--- src/rtl/fsk_clk_pkg.sv ---
// Shared definitions for the FSK shift-clock generator.
//   CNT_W_DEFAULT      : default counter / half-period width
//   IDLE_LEVEL_DEFAULT : default clock_out level when not generating
//   fsk_state_e        : controller states
package fsk_clk_pkg;

  localparam int unsigned CNT_W_DEFAULT      = 12;
  localparam logic        IDLE_LEVEL_DEFAULT = 1'b0;

  typedef enum logic [1:0] {
    ST_IDLE  = 2'd0,
    ST_RUN   = 2'd1,
    ST_DRAIN = 2'd2
  } fsk_state_e;

endpackage

--- src/rtl/trigger_sync.sv ---
// Two-flop synchroniser bank for asynchronous control inputs.
//   clock_in : destination clock
//   reset    : asynchronous active-high reset, flops clear to 0
//   async_in : raw inputs from another clock domain
//   sync_out : inputs retimed to clock_in (2-cycle latency)
module trigger_sync #(
  parameter int unsigned WIDTH = 1
) (
  input  logic             clock_in,
  input  logic             reset,
  input  logic [WIDTH-1:0] async_in,
  output logic [WIDTH-1:0] sync_out
);

  logic [WIDTH-1:0] meta;

  always_ff @(posedge clock_in or posedge reset) begin
    if (reset) begin
      meta     <= '0;
      sync_out <= '0;
    end else begin
      meta     <= async_in;
      sync_out <= meta;
    end
  end

endmodule

--- src/rtl/fsk_shift_clock.sv ---
// Gated square-wave shift-clock generator with two FSK tone registers.
// Tone changes take effect only on a toggle, so the output stays glitch-free
// and phase-continuous; dropping the trigger lets a high phase finish.
// Build option: define FSK_TRIGGER_SYNC_EN to retime trigger_signal and
// tone_sel through 2-flop synchronisers (adds 2 cycles of latency).
//   clock_in       : system clock, rising edge
//   reset          : asynchronous active-high reset
//   trigger_signal : run request (low = stop at next IDLE_LEVEL phase)
//   tone_sel       : selects half_period_0 / half_period_1 at latch points
//   half_period_0  : tone-0 terminal count (half-period = value+1 cycles)
//   half_period_1  : tone-1 terminal count
//   clock_out      : generated shift clock
//   toggle_strobe  : high in the cycle clock_out has just changed
//   tone_active    : tone currently in force
//   busy           : high while generating or draining
module fsk_shift_clock
  import fsk_clk_pkg::*;
#(
  parameter int unsigned CNT_W      = CNT_W_DEFAULT,
  parameter logic        IDLE_LEVEL = IDLE_LEVEL_DEFAULT
) (
  input  logic             clock_in,
  input  logic             reset,
  input  logic             trigger_signal,
  input  logic             tone_sel,
  input  logic [CNT_W-1:0] half_period_0,
  input  logic [CNT_W-1:0] half_period_1,
  output logic             clock_out,
  output logic             toggle_strobe,
  output logic             tone_active,
  output logic             busy
);

  logic trig;
  logic sel;

`ifdef FSK_TRIGGER_SYNC_EN
  logic [1:0] sync_q;

  trigger_sync #(.WIDTH(2)) u_trigger_sync (
    .clock_in (clock_in),
    .reset    (reset),
    .async_in ({trigger_signal, tone_sel}),
    .sync_out (sync_q)
  );

  assign trig = sync_q[1];
  assign sel  = sync_q[0];
`else
  assign trig = trigger_signal;
  assign sel  = tone_sel;
`endif

  fsk_state_e       state, state_nxt;
  logic [CNT_W-1:0] counter, counter_nxt;
  logic [CNT_W-1:0] limit, limit_nxt;
  logic [CNT_W-1:0] sel_limit;
  logic             level_nxt, strobe_nxt, tone_nxt;
  logic             launch, launch_nxt;
  logic             terminal;

  assign sel_limit = sel ? half_period_1 : half_period_0;
  assign terminal  = (counter == limit);

  // State and output registers
  always_ff @(posedge clock_in or posedge reset) begin
    if (reset) begin
      state         <= ST_IDLE;
      counter       <= '0;
      limit         <= '0;
      clock_out     <= IDLE_LEVEL;
      toggle_strobe <= 1'b0;
      tone_active   <= 1'b0;
      busy          <= 1'b0;
      launch        <= 1'b0;
    end else begin
      state         <= state_nxt;
      counter       <= counter_nxt;
      limit         <= limit_nxt;
      clock_out     <= level_nxt;
      toggle_strobe <= strobe_nxt;
      tone_active   <= tone_nxt;
      busy          <= (state_nxt != ST_IDLE);
      launch        <= launch_nxt;
    end
  end

  // Next-state and next-output logic
  always_comb begin
    state_nxt   = state;
    counter_nxt = counter;
    limit_nxt   = limit;
    level_nxt   = clock_out;
    strobe_nxt  = 1'b0;
    tone_nxt    = tone_active;
    launch_nxt  = 1'b0;

    case (state)
      ST_IDLE: begin
        counter_nxt = '0;
        level_nxt   = IDLE_LEVEL;
        if (trig) begin
          state_nxt  = ST_RUN;
          limit_nxt  = sel_limit;
          tone_nxt   = sel;
          launch_nxt = 1'b1;
        end
      end

      ST_RUN: begin
        if (launch) begin
          // First RUN cycle holds the counter so the first half-phase is limit+2 edges
          if (!trig) state_nxt = ST_IDLE;
        end else if (terminal) begin
          // Latch point: toggle and pick up the currently selected tone
          counter_nxt = '0;
          level_nxt   = ~clock_out;
          strobe_nxt  = 1'b1;
          limit_nxt   = sel_limit;
          tone_nxt    = sel;
          if (!trig) state_nxt = (~clock_out == IDLE_LEVEL) ? ST_IDLE : ST_DRAIN;
        end else if (!trig && (clock_out == IDLE_LEVEL)) begin
          state_nxt   = ST_IDLE;
          counter_nxt = '0;
        end else begin
          counter_nxt = counter + CNT_W'(1);
          if (!trig) state_nxt = ST_DRAIN;
        end
      end

      ST_DRAIN: begin
        // Limit is frozen here; the only toggle returns to IDLE_LEVEL
        if (terminal) begin
          counter_nxt = '0;
          level_nxt   = ~clock_out;
          strobe_nxt  = 1'b1;
          state_nxt   = trig ? ST_RUN : ST_IDLE;
        end else begin
          counter_nxt = counter + CNT_W'(1);
          if (trig) state_nxt = ST_RUN;
        end
      end

      default: begin
        state_nxt   = ST_IDLE;
        counter_nxt = '0;
        level_nxt   = IDLE_LEVEL;
      end
    endcase
  end

endmodule

--- config.mk ---
export PLATFORM = sky130hd
export DESIGN_NAME = fsk_shift_clock
export DESIGN_NICKNAME = d
export VERILOG_FILES = /design/src/rtl/fsk_clk_pkg.sv /design/src/rtl/trigger_sync.sv /design/src/rtl/fsk_shift_clock.sv
export SDC_FILE = /design/constraint.sdc
export NUM_CORES = 1
export LEC_CHECK = 0
export ABC_AREA = 1
export CORE_ASPECT_RATIO = 0.7
export CORE_MARGIN = 4
export CORE_UTILIZATION = 45
export CTS_BUF_LIST = sky130_fd_sc_hd__clkbuf_2 sky130_fd_sc_hd__clkbuf_4 sky130_fd_sc_hd__clkbuf_8
export CTS_CLUSTER_SIZE = 12
export DETAILED_ROUTE_END_ITERATION = 7
export PLACE_DENSITY = 0.69
export SYNTH_ARGS = -nofsm -noshare
export SYNTH_HDL_FRONTEND = slang
export SYNTH_SLANG_ARGS = --single-unit
--- constraint.sdc ---
create_clock -name clock_in -period 4.5 [get_ports clock_in]
set_input_delay 0.675 -clock clock_in [delete_from_list [all_inputs] [get_ports clock_in]]
set_output_delay 0.675 -clock clock_in [all_outputs]
set_load 0.05 [all_outputs]
### Word level (Yosys, flattened, before mapping)

Index checks and enable logic that the tools add are counted.

| storage, ports and cells | value |
|---|---|
| flip-flop bits (word level) | 31 |
| input bits | 28 |
| output and inout port bits | 4 |
| word-level logic and storage cells | 55 |

| cells by class | value |
|---|---|
| $add $sub $neg | 1 |
| eq/ne operators | 6 |
| mux-type cells | 33 |
| bitwise operators | 1 |
| reductions and logical operators | 6 |

Operators with widths:

| operator | number |
|---|---|
| $mux W12 | 8 |
| $pmux W12 S2 | 2 |
| $mux W2 | 9 |
| $add A12 B1 Y12 const B | 1 |
| $eq A12 B12 Y1 | 1 |
| $mux W1 | 10 |
| $ne A2 B2 Y1 const B | 3 |
| $pmux W1 S2 | 3 |
| $pmux W2 S3 | 1 |
| $reduce_and A4 Y1 | 1 |
| $reduce_bool A2 Y1 | 2 |
| $eq A2 B1 Y1 const B | 1 |
| $eq A2 B2 Y1 const B | 1 |
| $logic_not A2 Y1 | 1 |
| $logic_and A1 B1 Y1 | 1 |
| $logic_not A1 Y1 | 1 |
| $not A1 Y1 | 1 |

### Logic depth before layout (Yosys ltp)

Gate-level depths: netlist of the first run.

| logic depth | value |
|---|---|
| depth after elaboration | 7 |
| gate-level depth with buffers | 12 |
| gate-level depth less buffers | 12 |

### Worst setup path before layout of the first run

Ideal clock, no wire load.

| path | value |
|---|---|
| path type | input -> register |
| start | input tone_sel |
| end | register limit[0] |
| setup time | 0.122 ns |
| arrival time | 1.581 ns |
| required time | 4.378 ns |
| setup slack | 2.797 ns |
| stages | 4 |
| buffers on the path | 2 |
| path through | buf_2 clkbuf_1 mux2i_1 o21ai_2 |

| between the ends | value |
|---|---|
| longest elaborated chain between the ends | 4 |
| elaborated cells between the ends (all ways) | 5 |
| classes of those cells | 5 x mux |

RTL lines:

| element | line | text |
|---|---|---|
| start: declaration | fsk_shift_clock.sv:25 | `input logic tone_sel,` |
| $mux W12 * | fsk_shift_clock.sv:62 | `assign sel_limit = sel ? half_period_1 : half_period_0;` |
| $mux W12 | fsk_shift_clock.sv:114 | `end else if (terminal) begin` |
| $mux W12 | fsk_shift_clock.sv:111 | `if (launch) begin` |
| $pmux W12 S2 * | fsk_shift_clock.sv:98 | `case (state)` |
| end signal: assignment | fsk_shift_clock.sv:79 | `limit <= limit_nxt;` |
| end: declaration | fsk_shift_clock.sv:56 | `logic [CNT_W-1:0] limit, limit_nxt;` |

Mark *: on every way between the ends. The rest lies on a longest branch, timed or not. The select of a mux whose other input is x is not followed.
A chain may end at the register's enable or synchronous reset.

### Worst setup path in the final report of the first run

| path | value |
|---|---|
| start | register clock_out |
| end | output clock_out |

RTL lines:

| element | line | text |
|---|---|---|
| start: declaration | fsk_shift_clock.sv:28 | `output logic clock_out,` |
| start signal: assignment | fsk_shift_clock.sv:80 | `clock_out <= level_nxt;` |

No word-level cell between the ends.

==> reports/qor_table.md, run 1 <==
| Stage | Item | This run |
| --- | --- | --- |
| floorplan | Area of the core region | 3990 um^2 |
| flow run | Total of max-cap violations | 0 |
| clocking | TritonCTS clock tree | built |
| worst setup path | Minimum setup slack among reg-to-reg paths | 2.66 ns |
| cells and area | Total non-filler cell area in the finished layout | 2350 um^2 |
| synthesis | Average cell area after synthesis | 8.05 um^2 |
| power and ir drop | Maximum vdd drop | 302 uV |
| worst setup path | Signal arrival time at the worst endpoint | 1.47 ns |
| worst setup path | Cell class contributing the biggest share of worst-path delay | buffers and inverters |
| hold path | Hold worst-path end | tone_active$_DFFE_PP0P_ |
| clocking | Number of buffers inserted by post-CTS setup repair | 0 |
| worst setup path | CP Capture Type | output port |
| sta | Setup slack after layout | 2.35 ns |
| clocking | Reg clk slew, reported paths | 0.06 ns |
| sta | Final Hold Violating Endpoints | 0 |
| sta | Minimum hold slack | 0.485 ns |
| floorplan | Die Y | 62.5 um |
| synthesis | Part of the Yosys area used for sequential elements | 40.7% |
| clocking | Hold bufs inserted after CTS | 0 |
| worst setup path | Critical path start-end classification | reg -> out |
| clocking | Resize count post-CTS | 0 |
| worst setup path | Startpoint Class | register |
| global routing | GRT Resource Usage Total | 15.7% |
| synthesis | Post-synth EDFFs | 0 |
| worst setup path | Logic depth of the worst register-to-register path | 7 |
| sta | Final Skew | 0.00704 ns |
| worst setup path | Cell with the largest stage delay on the worst path | sky130_fd_sc_hd__clkdlybuf4s50_1 |
| placed design | Half-perimeter wire length after detailed placement | 2.97 mm |
| worst setup path | Worst r2r dst | counter[10]$_DFFE_PP0N_ |
| floorplan | Full die area | 5360 um^2 |
| drt | Router iterations before antenna repair | 4 |
| clocking | Clock Latency Late Sink | 0.28 ns |
| sta | Total Negative Setup Slacks | 0 ns |
| sta | Max Fclk | 466 MHz |
| sta | Tightest Pin Transition | 0.748 ns |
| hold path | Start point of the worst min-delay path | tone_active$_DFFE_PP0P_ |
| global routing | Vias in the first global route | 1466 |
| cells and area | Share of cells above drive strength 1 | 12.5% |
| cells and area | Number of nets at the end of the flow | 305 |
| cells and area | Multi-input logic area | 966 um^2 |
| clocking | Buffer depth of the longest clock path | 2 |
| global routing | Initial antenna violation count | 0 |
| sta | Final Max Tran Viols | 0 |
| drt | Avg Vias per Cell | 4.65 |
| placed design | Placed Area | 2260 um^2 |
| power and ir drop | Power per cell area | 529 nW/um^2 |
| synthesis | Count of yosys warnings during synthesis | 0 |
| power and ir drop | Leakage dissipation | 0.00113 uW |
| worst setup path | Origin of the critical flop-to-flop path | state[1]$_DFF_PP0_ |
| drt | Average wire length per cell after detail routing | 11.9 um |
| placed design | RePlAce Congestion | 0.799 |
| cells and area | Sequential cell area | 776 um^2 |
| synthesis | Fraction of registers with async set/reset | 100% |
| worst setup path | Delay of the slowest cell on the worst path | 0.81 ns |
| sta | Relative slew margins | 50.0% |
| floorplan | X dimension of the die | 85.8 um |
| synthesis | Most used DFF post-synth | sky130_fd_sc_hd__dfrtp_1 |
| synthesis | Number of synthesized register bits | 31 |
| outcome | Run status | finished, final reports clean |
| hold path | Worst Hold Path Cells | 2 |
| global routing | Global-route wire length before repair | 6.75 mm |
| drt | Wire length after detailed routing | 3.87 mm |
| placed design | Worst-case setup slack after placement | 2.33 ns |
| global routing | Overflow after GRT | 0 |
| synthesis | Number of nets produced by synthesis | 270 |
| worst setup path | Ordered cell list for the critical path | clkdlybuf4s50_1 |
| worst setup path | Max FO, Critical Path | 3 |
| clocking | Number of buffers created by CTS | 5 |
| floorplan | Initial standard-cell utilization of the core | 47.8% |
| sta | Final clock period utilization by the worst path | 47.7% |
| clocking | Number of H-tree levels | 2 |
| sta | Period minus WS final | 2.15 ns |
| global routing | Maximum number of pins on one net before global-route repair | 32 |
| synthesis | Post-synthesis cell type count | 27 |
| cells and area | # diodes | 0 |
| synthesis | Cells after synthesis | 237 |
| hold path | Worst Hold Class | reg -> reg |
| floorplan | Number of I/O pins | 32 |
| clocking | Root Driver | sky130_fd_sc_hd__clkbuf_8 |
| sta | Setup Viol. Count Final | 0 |
| cells and area | Utilization after layout | 58.8% |
| drt | Iteration-0 DRC Markers | 74 |
| worst setup path | CP Buf/Inv Count | 1 |
| floorplan | Rows | 19 |
| clocking | TritonCTS sink count | 31 |
| drt | Drt drc | 0 |
| worst setup path | Required time reported for the critical path endpoint | 3.83 ns |
| cells and area | Number of inserted filler cells in the final layout | 394 |
| drt | Vias post-DR | 1506 |
| cells and area | Layout-stage area growth over the synthesis result | 23.0% |
| synthesis | Cell Area, Synth | 1910 um^2 |
| sta | Unrepaired setup endpoints after global routing | false |
| drt | Remaining number of nets flagged by the antenna check after routing | 0 |
| placed design | Port buffer count | 31 |
-- placed cells by master (no fill, tap or decap), types with 2 or more instances in the layout --
cell type                         synthesis  layout
sky130_fd_sc_hd__nor3_1                   3       3
sky130_fd_sc_hd__inv_2                    3       3
sky130_fd_sc_hd__nand3_1                  7       7
sky130_fd_sc_hd__xnor2_1                  6       6
sky130_fd_sc_hd__mux2i_1                 12      12
sky130_fd_sc_hd__nor2_1                  19      19
sky130_fd_sc_hd__clkbuf_8                 0       6
sky130_fd_sc_hd__nor2_4                   2       2
sky130_fd_sc_hd__inv_1                   33      33
sky130_fd_sc_hd__xor2_1                   7       7
sky130_fd_sc_hd__clkdlybuf4s50_1          0      31
sky130_fd_sc_hd__dfrtp_1                 31      31
sky130_fd_sc_hd__nand2_2                  5       5
sky130_fd_sc_hd__nand4_1                  2       2
sky130_fd_sc_hd__ha_1                     5       5
sky130_fd_sc_hd__nand2_1                 72      72
sky130_fd_sc_hd__o21ai_0                  5       5
sky130_fd_sc_hd__a21oi_1                  2       2
sky130_fd_sc_hd__o21ai_2                 12      12
-- worst max-delay path by stage --
stage,startpoint,to,slack [ns],cells past startpoint
2_1_floorplan,tone_sel,limit[0]$_DFFE_PP0P_,2.80,4
3_3_place_gp,tone_sel,limit[8]$_DFFE_PP0P_,2.36,3
3_5_place_dp,tone_sel,limit[1]$_DFFE_PP0P_,2.33,3
4_1_cts,clock_out$_DFFE_PP0P_,clock_out,2.34,1
5_1_grt,clock_out$_DFFE_PP0P_,clock_out,2.31,1
6_report,clock_out$_DFFE_PP0P_,clock_out,2.35,1
-- cells in the mapped netlist (3+ instances only) --
cell type	number	area [um^2]
sky130_fd_sc_hd__ha_1	5	62.6
sky130_fd_sc_hd__inv_1	33	124
sky130_fd_sc_hd__nor3_1	3	15.0
sky130_fd_sc_hd__nand3_1	7	35.0
sky130_fd_sc_hd__xnor2_1	6	52.6
sky130_fd_sc_hd__mux2i_1	12	120
sky130_fd_sc_hd__nor2_1	19	71.3
sky130_fd_sc_hd__xor2_1	7	61.3
sky130_fd_sc_hd__o21ai_0	5	25.0
sky130_fd_sc_hd__nand2_1	72	270
sky130_fd_sc_hd__nand2_2	5	31.3
sky130_fd_sc_hd__dfrtp_1	31	776
sky130_fd_sc_hd__o21ai_2	12	105
sky130_fd_sc_hd__inv_2	3	11.3
-- sequential cells by signal, summed over array words and instances (netlist names) --
register,count
busy,1
clock_out,1
counter,12
launch,1
limit,12
state,2
toggle_strobe,1
tone_active,1
-- through the flow --
step | total power, uW | std cells
finish | 1240 | 324
global route | 1350 | 324
CTS | 1260 | 324
detailed placement | 1030 | 317
global placement | 1020 | 317
floorplan | 907 | 237
-- power by group --
part / switching (uW) / internal, uW / total, uW / leakage (uW)
clock: 101 / 120 / 221 / 0.0000470
sequential: 71.9 / 361 / 433 / 0.000405
combinational: 370 / 218 / 588 / 0.000680
total: 543 / 699 / 1240 / 0.00113
-- cells by family after synthesis --
| family | after synthesis | synth area share (%) |
|---|---|---|
| buf+inv | 40 | 8.72 |
| compound gates | 22 | 8.92 |
| mux | 12 | 6.30 |
| flops | 31 | 40.7 |
| xor+xnor | 13 | 5.97 |
| simple gates | 114 | 26.2 |
| fa+ha+maj | 5 | 3.28 |
-- cell type report --
class / count / share of cell area (%)
Tap cell: 52 / 2.77
Multi-Input combinational cell: 166 / 41.2
Clock inverter: 1 / 0.213
Sequential cell: 31 / 33.0
Inverter: 36 / 5.76
Clock buffer: 6 / 3.52
Timing Repair Buffer: 32 / 13.5
-- layer usage --
| layer | track usage, % | vias to the layer above | part of all wire, % |
|---|---|---|---|
| met3 | 5.01 | 7 | 6.6 |
| met4 | 4.15 | 0 | 1.2 |
| li1 | - | 802 | - |
| met1 | 23.0 | 660 | 53 |
| met5 | 0 | - | 0 |
| met2 | 22.2 | 37 | 40 |
(Power assumes the default switching activity.)
==> run 2: changes to the inputs <==
PLACE_DENSITY = 0.72   (was 0.69)
clock period = 1.8 ns   (was 4.5 ns; I/O delays follow)
==> run 2 against run 1 <==
Flip-flop and latch count is the same. Wire length grew 3.7%. Design area grew 4.4%. Cell count grew 2.8%.
==> reports/qor_table.md, run 2 (synthesized netlist as in run 1, its figures left out) <==
| Stage | Item | This run | Change |
| --- | --- | --- | --- |
| flow run | Total of max-cap violations | 0 | unchanged |
| global routing | Global-route wire length before repair | 6.64 mm | -1.6% |
| drt | Iteration-0 DRC Markers | 65 | -12% |
| sta | Relative slew margins | 66.4% | +16 points |
| floorplan | Rows | 19 | unchanged |
| drt | Drt drc | 0 | unchanged |
| drt | Average wire length per cell after detail routing | 12.0 um | +0.90% |
| cells and area | Top flop regs | counter: 12 flops, limit: 12 flops, state: 2 flops |  |
| worst setup path | First element of the critical path | tone_active$_DFFE_PP0P_ |  |
| worst setup path | Startpoint Class | register |  |
| floorplan | Number of I/O pins | 32 | unchanged |
| hold path | Worst Hold Class | in -> async |  |
| cells and area | Layout-stage area growth over the synthesis result | 28.5% |  |
| sta | Final Skew | 0.00513 ns | -0.00191 ns |
| floorplan | Die Y | 62.5 um | unchanged |
| global routing | Overflow after GRT | 0 | unchanged |
| drt | Router iterations before antenna repair | 4 | unchanged |
| sta | Final Hold Violating Endpoints | 0 | unchanged |
| global routing | GRT Resource Usage Total | 15.7% | about the same |
| power and ir drop | Post-layout total power | 3330 uW | +170% |
| sta | Period minus WS final | 1.73 ns |  |
| global routing | Initial antenna violation count | 0 | unchanged |
| placed design | Placed Cells | 321 | +1.3% |
| cells and area | Share of cells above drive strength 1 | 17.1% | +4.6 points |
| placed design | Half-perimeter wire length after detailed placement | 3.00 mm | +1.0% |
| clocking | Reg clk slew, reported paths | 0.07 ns | about the same |
| power and ir drop | Leakage dissipation | 0.00117 uW | +3.5% |
| cells and area | Total non-filler cell area in the finished layout | 2450 um^2 | +4.4% |
| power and ir drop | Power per cell area | 1360 nW/um^2 | +160% |
| worst setup path | CP Buf/Inv Count | 1 | unchanged |
| floorplan | Area of the core region | 3990 um^2 | unchanged |
| sta | Max Fclk | 580 MHz |  |
| cells and area | Utilization after layout | 61.4% | +2.6 points |
| worst setup path | Critical path start-end classification | reg -> out |  |
| clocking | Number of H-tree levels | 2 | unchanged |
| placed design | RePlAce Congestion | 0.856 | +7.2% |
| worst setup path | Signal arrival time at the worst endpoint | 1.46 ns | about the same |
| worst setup path | Required time reported for the critical path endpoint | 1.53 ns | -2.30 ns |
| cells and area | Most common cell after layout, fill and taps aside | sky130_fd_sc_hd__nand2_1 |  |
| cells and area | Sequential cell area | 776 um^2 | unchanged |
| global routing | Maximum number of pins on one net before global-route repair | 32 | unchanged |
| worst setup path | Cell with the largest stage delay on the worst path | sky130_fd_sc_hd__clkdlybuf4s50_1 |  |
| worst setup path | Cell class contributing the biggest share of worst-path delay | buffers and inverters |  |
| worst setup path | Origin of the critical flop-to-flop path | counter[8]$_DFFE_PP0N_ |  |
| cells and area | Number of inserted filler cells in the final layout | 364 | -7.6% |
| power and ir drop | Maximum vdd drop | 821 uV | +170% |
| sta | Final Max Tran Viols | 0 | unchanged |
| sta | Setup slack after layout | 0.0747 ns | -2.28 ns |
| drt | Wire length after detailed routing | 4.01 mm | +3.7% |
| clocking | Root Driver | sky130_fd_sc_hd__clkbuf_8 |  |
| floorplan | X dimension of the die | 85.8 um | unchanged |
| global routing | Vias in the first global route | 1502 | +2.5% |
| sta | Final clock period utilization by the worst path | 95.8% |  |
| cells and area | Most frequent cells in the layout | sky130_fd_sc_hd__nand2_1, sky130_fd_sc_hd__inv_1, sky130_fd_sc_hd__dfrtp_1, sky130_fd_sc_hd__clkdlybuf4s50_1, sky130_fd_sc_hd__nor2_1 |  |
| sta | Tightest Pin Transition | 0.502 ns | -0.245 ns |
| floorplan | Full die area | 5360 um^2 | unchanged |
| clocking | TritonCTS clock tree | built |  |
| drt | Avg Vias per Cell | 4.80 | +3.2% |
| placed design | Port buffer count | 31 | unchanged |
| cells and area | Multi-input logic area | 1010 um^2 | +4.1% |
| placed design | Placed Area | 2290 um^2 | +1.2% |
| cells and area | # diodes | 0 | unchanged |
| worst setup path | Max FO, Critical Path | 2 | -1 |
| sta | Setup Viol. Count Final | 0 | unchanged |
| outcome | Run status | finished, final reports clean |  |
| placed design | Worst-case setup slack after placement | 0.129 ns | -2.20 ns |
| drt | Vias post-DR | 1597 | +6.0% |
| clocking | Buffer depth of the longest clock path | 2 | unchanged |
| worst setup path | CP Capture Type | output port |  |
| worst setup path | Delay of the slowest cell on the worst path | 0.81 ns | about the same |
| cells and area | Number of nets at the end of the flow | 313 | +2.6% |
| cells and area | Count of non-filler cells in the finished layout | 333 | +2.8% |
| drt | Remaining number of nets flagged by the antenna check after routing | 0 | unchanged |
| clocking | Hold bufs inserted after CTS | 0 | unchanged |
| worst setup path | Ordered cell list for the critical path | clkdlybuf4s50_1 |  |
| floorplan | Initial standard-cell utilization of the core | 47.8% | unchanged |
| clocking | TritonCTS sink count | 31 | unchanged |
| clocking | Number of buffers created by CTS | 5 | unchanged |
| clocking | Clock Latency Late Sink | 0.28 ns | about the same |
-- run 2: cell types whose count changed in the layout (fill, tap and decap cells not counted), sizes merged --
cell,delta
nand2,+1
buf,+8
clkinvlp,+1
clkdlybuf4s50,-1
-- run 2: layout make-up --
class                   count  share of cell area [%]
inverters                  36                    5.51
clock inverters             2                   0.510
repair buffers             39                    15.5
clock buffers               6                    3.11
multi-input cells         167                    41.0
well taps                  52                    2.65
flip-flops and latches     31                    31.6
-- run 2: power breakdown --
part	internal (uW)	switching (uW)
logic	686	1020
clock network	285	260
registers	903	184
-- run 2: what timing repair did --
| action | in CTS | in global routing |
|---|---|---|
| setup endpoints to repair | 0 | 15 |
| resized for setup | 0 | 6 |
| setup buffers | 0 | 3 |
-- run 2: path summary, 6_finish.rpt --
| path | endpoint | slack [ns] | depth (start not counted) |
|---|---|---|---|
| min in group clock_in | tone_active$_DFFE_PP0P_ | 0.49 | 2 |
| min reg2reg | tone_active$_DFFE_PP0P_ | 0.49 | 2 |
| min | state[1]$_DFF_PP0_ | 0.36 | 3 |
| max in group asynchronous | clock_out$_DFFE_PP0P_ | 1.15 | 3 |
| max reg2reg | limit[6]$_DFFE_PP0P_ | 0.12 | 10 |
| max | tone_active | 0.07 | 1 |
-- run 2: through the flow --
step | hold WS [ns] | setup TNS (ns)
floorplan | 0.374 | 0
global placement | 0.475 | 0
detailed placement | 0.465 | 0
CTS | 0.368 | 0
global route | 0.402 | -0.00366
finish | 0.360 | 0
-- run 2: layer usage --
| layer | track usage (%) | vias to the layer above | routed length [um] |
|---|---|---|---|
| li1 | - | 822 | - |
| met2 | 22.7 | 49 | 1700 |
| met4 | 5.14 | 0 | 36 |
| met5 | 0 | - | 0 |
| met1 | 22.5 | 720 | 2000 |
| met3 | 4.61 | 6 | 270 |
==> run 3: changes to the inputs <==
CORE_MARGIN = not set   (was 4)
==> run 3 against run 2 <==
Utilization is 0.69 points lower. Flip-flop and latch count unchanged. Global-route usage increased by 3.5 points. Design area down 1.1%. Wire length decreased by 8.1%. Cell count fell by 0.90%. Total power shrank 0.69%. Sequential power barely moved. Largest cell class unchanged. Largest power group unchanged.
==> reports/qor_table.md, run 3 (synthesized netlist as in run 1, its figures left out) <==
| Stage | Item | This run | Change |
| --- | --- | --- | --- |
| outcome | Run status | finished, final reports clean |  |
| clocking | Reg clk slew, reported paths | 0.07 ns | about the same |
| drt | Remaining number of nets flagged by the antenna check after routing | 0 | unchanged |
| power and ir drop | Maximum vdd drop | 1080 uV | +32% |
| worst setup path | Critical path start-end classification | reg -> out |  |
| sta | Setup Viol. Count Final | 0 | unchanged |
| sta | Tightest Pin Transition | 0.489 ns | -0.0131 ns |
| power and ir drop | Internal power | 1920 uW | +2.6% |
| clocking | Clock Latency Late Sink | 0.29 ns | about the same |
| sta | Unrepaired setup endpoints after global routing | true |  |
| global routing | Maximum number of pins on one net before global-route repair | 32 | unchanged |
| worst setup path | Logic depth of the worst register-to-register path | 8 | -2 |
| cells and area | # diodes | 0 | unchanged |
| worst setup path | Cell depth of the worst setup path | 1 | unchanged |
| sta | Relative slew margins | 67.3% | +0.87 points |
| power and ir drop | Combinational group share of total power | 46.1% | -5.0 points |
| floorplan | Number of I/O pins | 32 | unchanged |
| drt | Router iterations before antenna repair | 4 | unchanged |
| power and ir drop | Proportion of total power due to net switching | 41.9% | -1.9 points |
| floorplan | Initial standard-cell utilization of the core | 47.8% | unchanged |
| clocking | Hold bufs inserted after CTS | 0 | unchanged |
| cells and area | Layout-stage area growth over the synthesis result | 27.0% |  |
| cells and area | Utilization after layout | 60.7% | -0.69 points |
| worst setup path | CP Buf/Inv Count | 1 | unchanged |
| global routing | GRT Resource Usage Total | 19.3% | +3.5 points |
| worst setup path | CP Capture Type | output port |  |
| drt | Iteration-0 DRC Markers | 63 | -3.1% |
| floorplan | X dimension of the die | 79.8 um | -7.0% |
| sta | Final clock period utilization by the worst path | 97.0% | +1.2 points |
| placed design | Worst-case setup slack after placement | 0.112 ns | -0.0171 ns |
| global routing | Vias in the first global route | 1362 | -9.3% |
| worst setup path | Cell class contributing the biggest share of worst-path delay | buffers and inverters |  |
| worst setup path | Signal arrival time at the worst endpoint | 1.48 ns | +0.02 ns |
| global routing | Initial antenna violation count | 0 | unchanged |
| drt | Wire length after detailed routing | 3.68 mm | -8.1% |
| hold path | Worst Hold Class | in -> async |  |
| floorplan | Area of the core region | 3990 um^2 | unchanged |
| worst setup path | Max FO, Critical Path | 3 | +1 |
| placed design | Half-perimeter wire length after detailed placement | 2.89 mm | -3.7% |
| clocking | Buffer depth of the longest clock path | 2 | unchanged |
| power and ir drop | Leakage dissipation | 0.00117 uW | about the same |
| floorplan | Full die area | 4510 um^2 | -16% |
| power and ir drop | Register share of total power | 32.6% | about the same |
| clocking | Number of buffers inserted by post-CTS setup repair | 0 | unchanged |
| drt | Average wire length per cell after detail routing | 11.2 um | -7.3% |
| cells and area | Number of nets at the end of the flow | 310 | -0.96% |
| sta | Final Max Tran Viols | 0 | unchanged |
| drt | Avg Vias per Cell | 4.63 | -3.5% |
| clocking | Root Driver | sky130_fd_sc_hd__clkbuf_8 |  |
| global routing | Global-route wire length before repair | 6.31 mm | -5.0% |
| worst setup path | Ordered cell list for the critical path | clkdlybuf4s50_1 |  |
| power and ir drop | Switching power | 1390 uW | -5.0% |
| clocking | Number of buffers created by CTS | 5 | unchanged |
| sta | Period minus WS final | 1.75 ns | +0.0208 ns |
| flow run | Total of max-cap violations | 0 | unchanged |
| placed design | Placed Cells | 322 | +0.31% |
| placed design | RePlAce Congestion | 0.826 | -3.6% |
| drt | Vias post-DR | 1528 | -4.3% |
| sta | Final Skew | 0.00848 ns | +0.00335 ns |
| floorplan | Rows | 19 | unchanged |
| clocking | TritonCTS clock tree | built |  |
| worst setup path | Startpoint Class | register |  |
| global routing | Overflow after GRT | 0 | unchanged |
| sta | Max Fclk | 573 MHz | -1.2% |
| drt | Drt drc | 0 | unchanged |
| worst setup path | Required time reported for the critical path endpoint | 1.53 ns | about the same |
| cells and area | Share of cells above drive strength 1 | 14.4% | -2.7 points |
| worst setup path | Delay of the slowest cell on the worst path | 0.81 ns | about the same |
| cells and area | Most common cell after layout, fill and taps aside | sky130_fd_sc_hd__nand2_1 |  |
| power and ir drop | Power per cell area | 1370 nW/um^2 | +0.44% |
| floorplan | Die Y | 56.5 um | -9.6% |
| sta | Final Hold Violating Endpoints | 0 | unchanged |
| cells and area | Count of non-filler cells in the finished layout | 330 | -0.90% |
| cells and area | Most frequent cells in the layout | sky130_fd_sc_hd__nand2_1, sky130_fd_sc_hd__inv_1, sky130_fd_sc_hd__dfrtp_1, sky130_fd_sc_hd__clkdlybuf4s50_1, sky130_fd_sc_hd__nor2_1 |  |
| clocking | Number of H-tree levels | 2 | unchanged |
| cells and area | Top flop regs | counter: 12 flops, limit: 12 flops, state: 2 flops |  |
| power and ir drop | Proportion of power drawn by the clock network | 21.3% | +4.9 points |
| clocking | TritonCTS sink count | 31 | unchanged |
| worst setup path | Cell with the largest stage delay on the worst path | sky130_fd_sc_hd__clkdlybuf4s50_1 |  |
| sta | Setup slack after layout | 0.0539 ns | -0.0208 ns |
| placed design | Port buffer count | 31 | unchanged |
[run 3: changes by cell type in the layout (fill, tap and decap cells not counted), sizes merged]
cell	before	now
bufinv	0	1
buf	9	6
nand2	79	78
clkinvlp	1	0
clkdlybuf4s50	30	31
[run 3: stage by stage]
step                      hold slack, ns  total power [uW]  setup TNS [ns]  instance area, um^2
after detailed placement           0.472              2600               0                 2300
after floorplan                    0.374              2270               0                 1910
final                              0.359              3310               0                 2420
after CTS                          0.367              3310               0                 2410
after global placement             0.474              2550               0                 2300
after global routing               0.423              3580         -0.0227                 2420
[run 3: power groups by stage]
stage,clock network [uW],logic [uW],registers (uW)
2_1_floorplan,0,1120,1150
3_3_place_gp,0,1470,1090
3_5_place_dp,0,1510,1090
4_1_cts,719,1510,1080
5_1_grt,753,1720,1110
6_report,705,1530,1080
[run 3: final cells by class]
class	count	area, um^2
clock buffer	6	82.6
clock inverter	2	35.0
fill	365	1570
inverter	36	135
multi-input combinational	166	975
sequential	31	776
tap	52	65.1
timing repair buffer	37	355
[run 3: metal layers]
layer | share of wire [%] | track usage (%) | vias to the layer above
li1 | - | - | 811
met1 | 56 | 29.7 | 674
met2 | 37 | 23.9 | 37
met3 | 5.1 | 6.99 | 6
met4 | 1.5 | 6.89 | 0
met5 | 0 | 0 | -
[run 3: path summary, 6_finish.rpt]
check | startpoint | endpoint | slack (ns)
hold reg to reg | tone_active$_DFFE_PP0P_ | tone_active$_DFFE_PP0P_ | 0.48
setup reg to reg | state[0]$_DFF_PP0_ | counter[8]$_DFFE_PP0N_ | 0.15
max in group asynchronous | reset | counter[7]$_DFFE_PP0N_ | 1.16
setup / recovery | clock_out$_DFFE_PP0P_ | clock_out | 0.05
hold / removal | reset | limit[2]$_DFFE_PP0P_ | 0.36
min in group clock_in | tone_active$_DFFE_PP0P_ | tone_active$_DFFE_PP0P_ | 0.48
[run 3: what timing repair did]
item	4_1_cts	5_1_grt
gates resized for setup	0	1
hold endpoints to repair	0	0
setup endpoints to repair	0	11
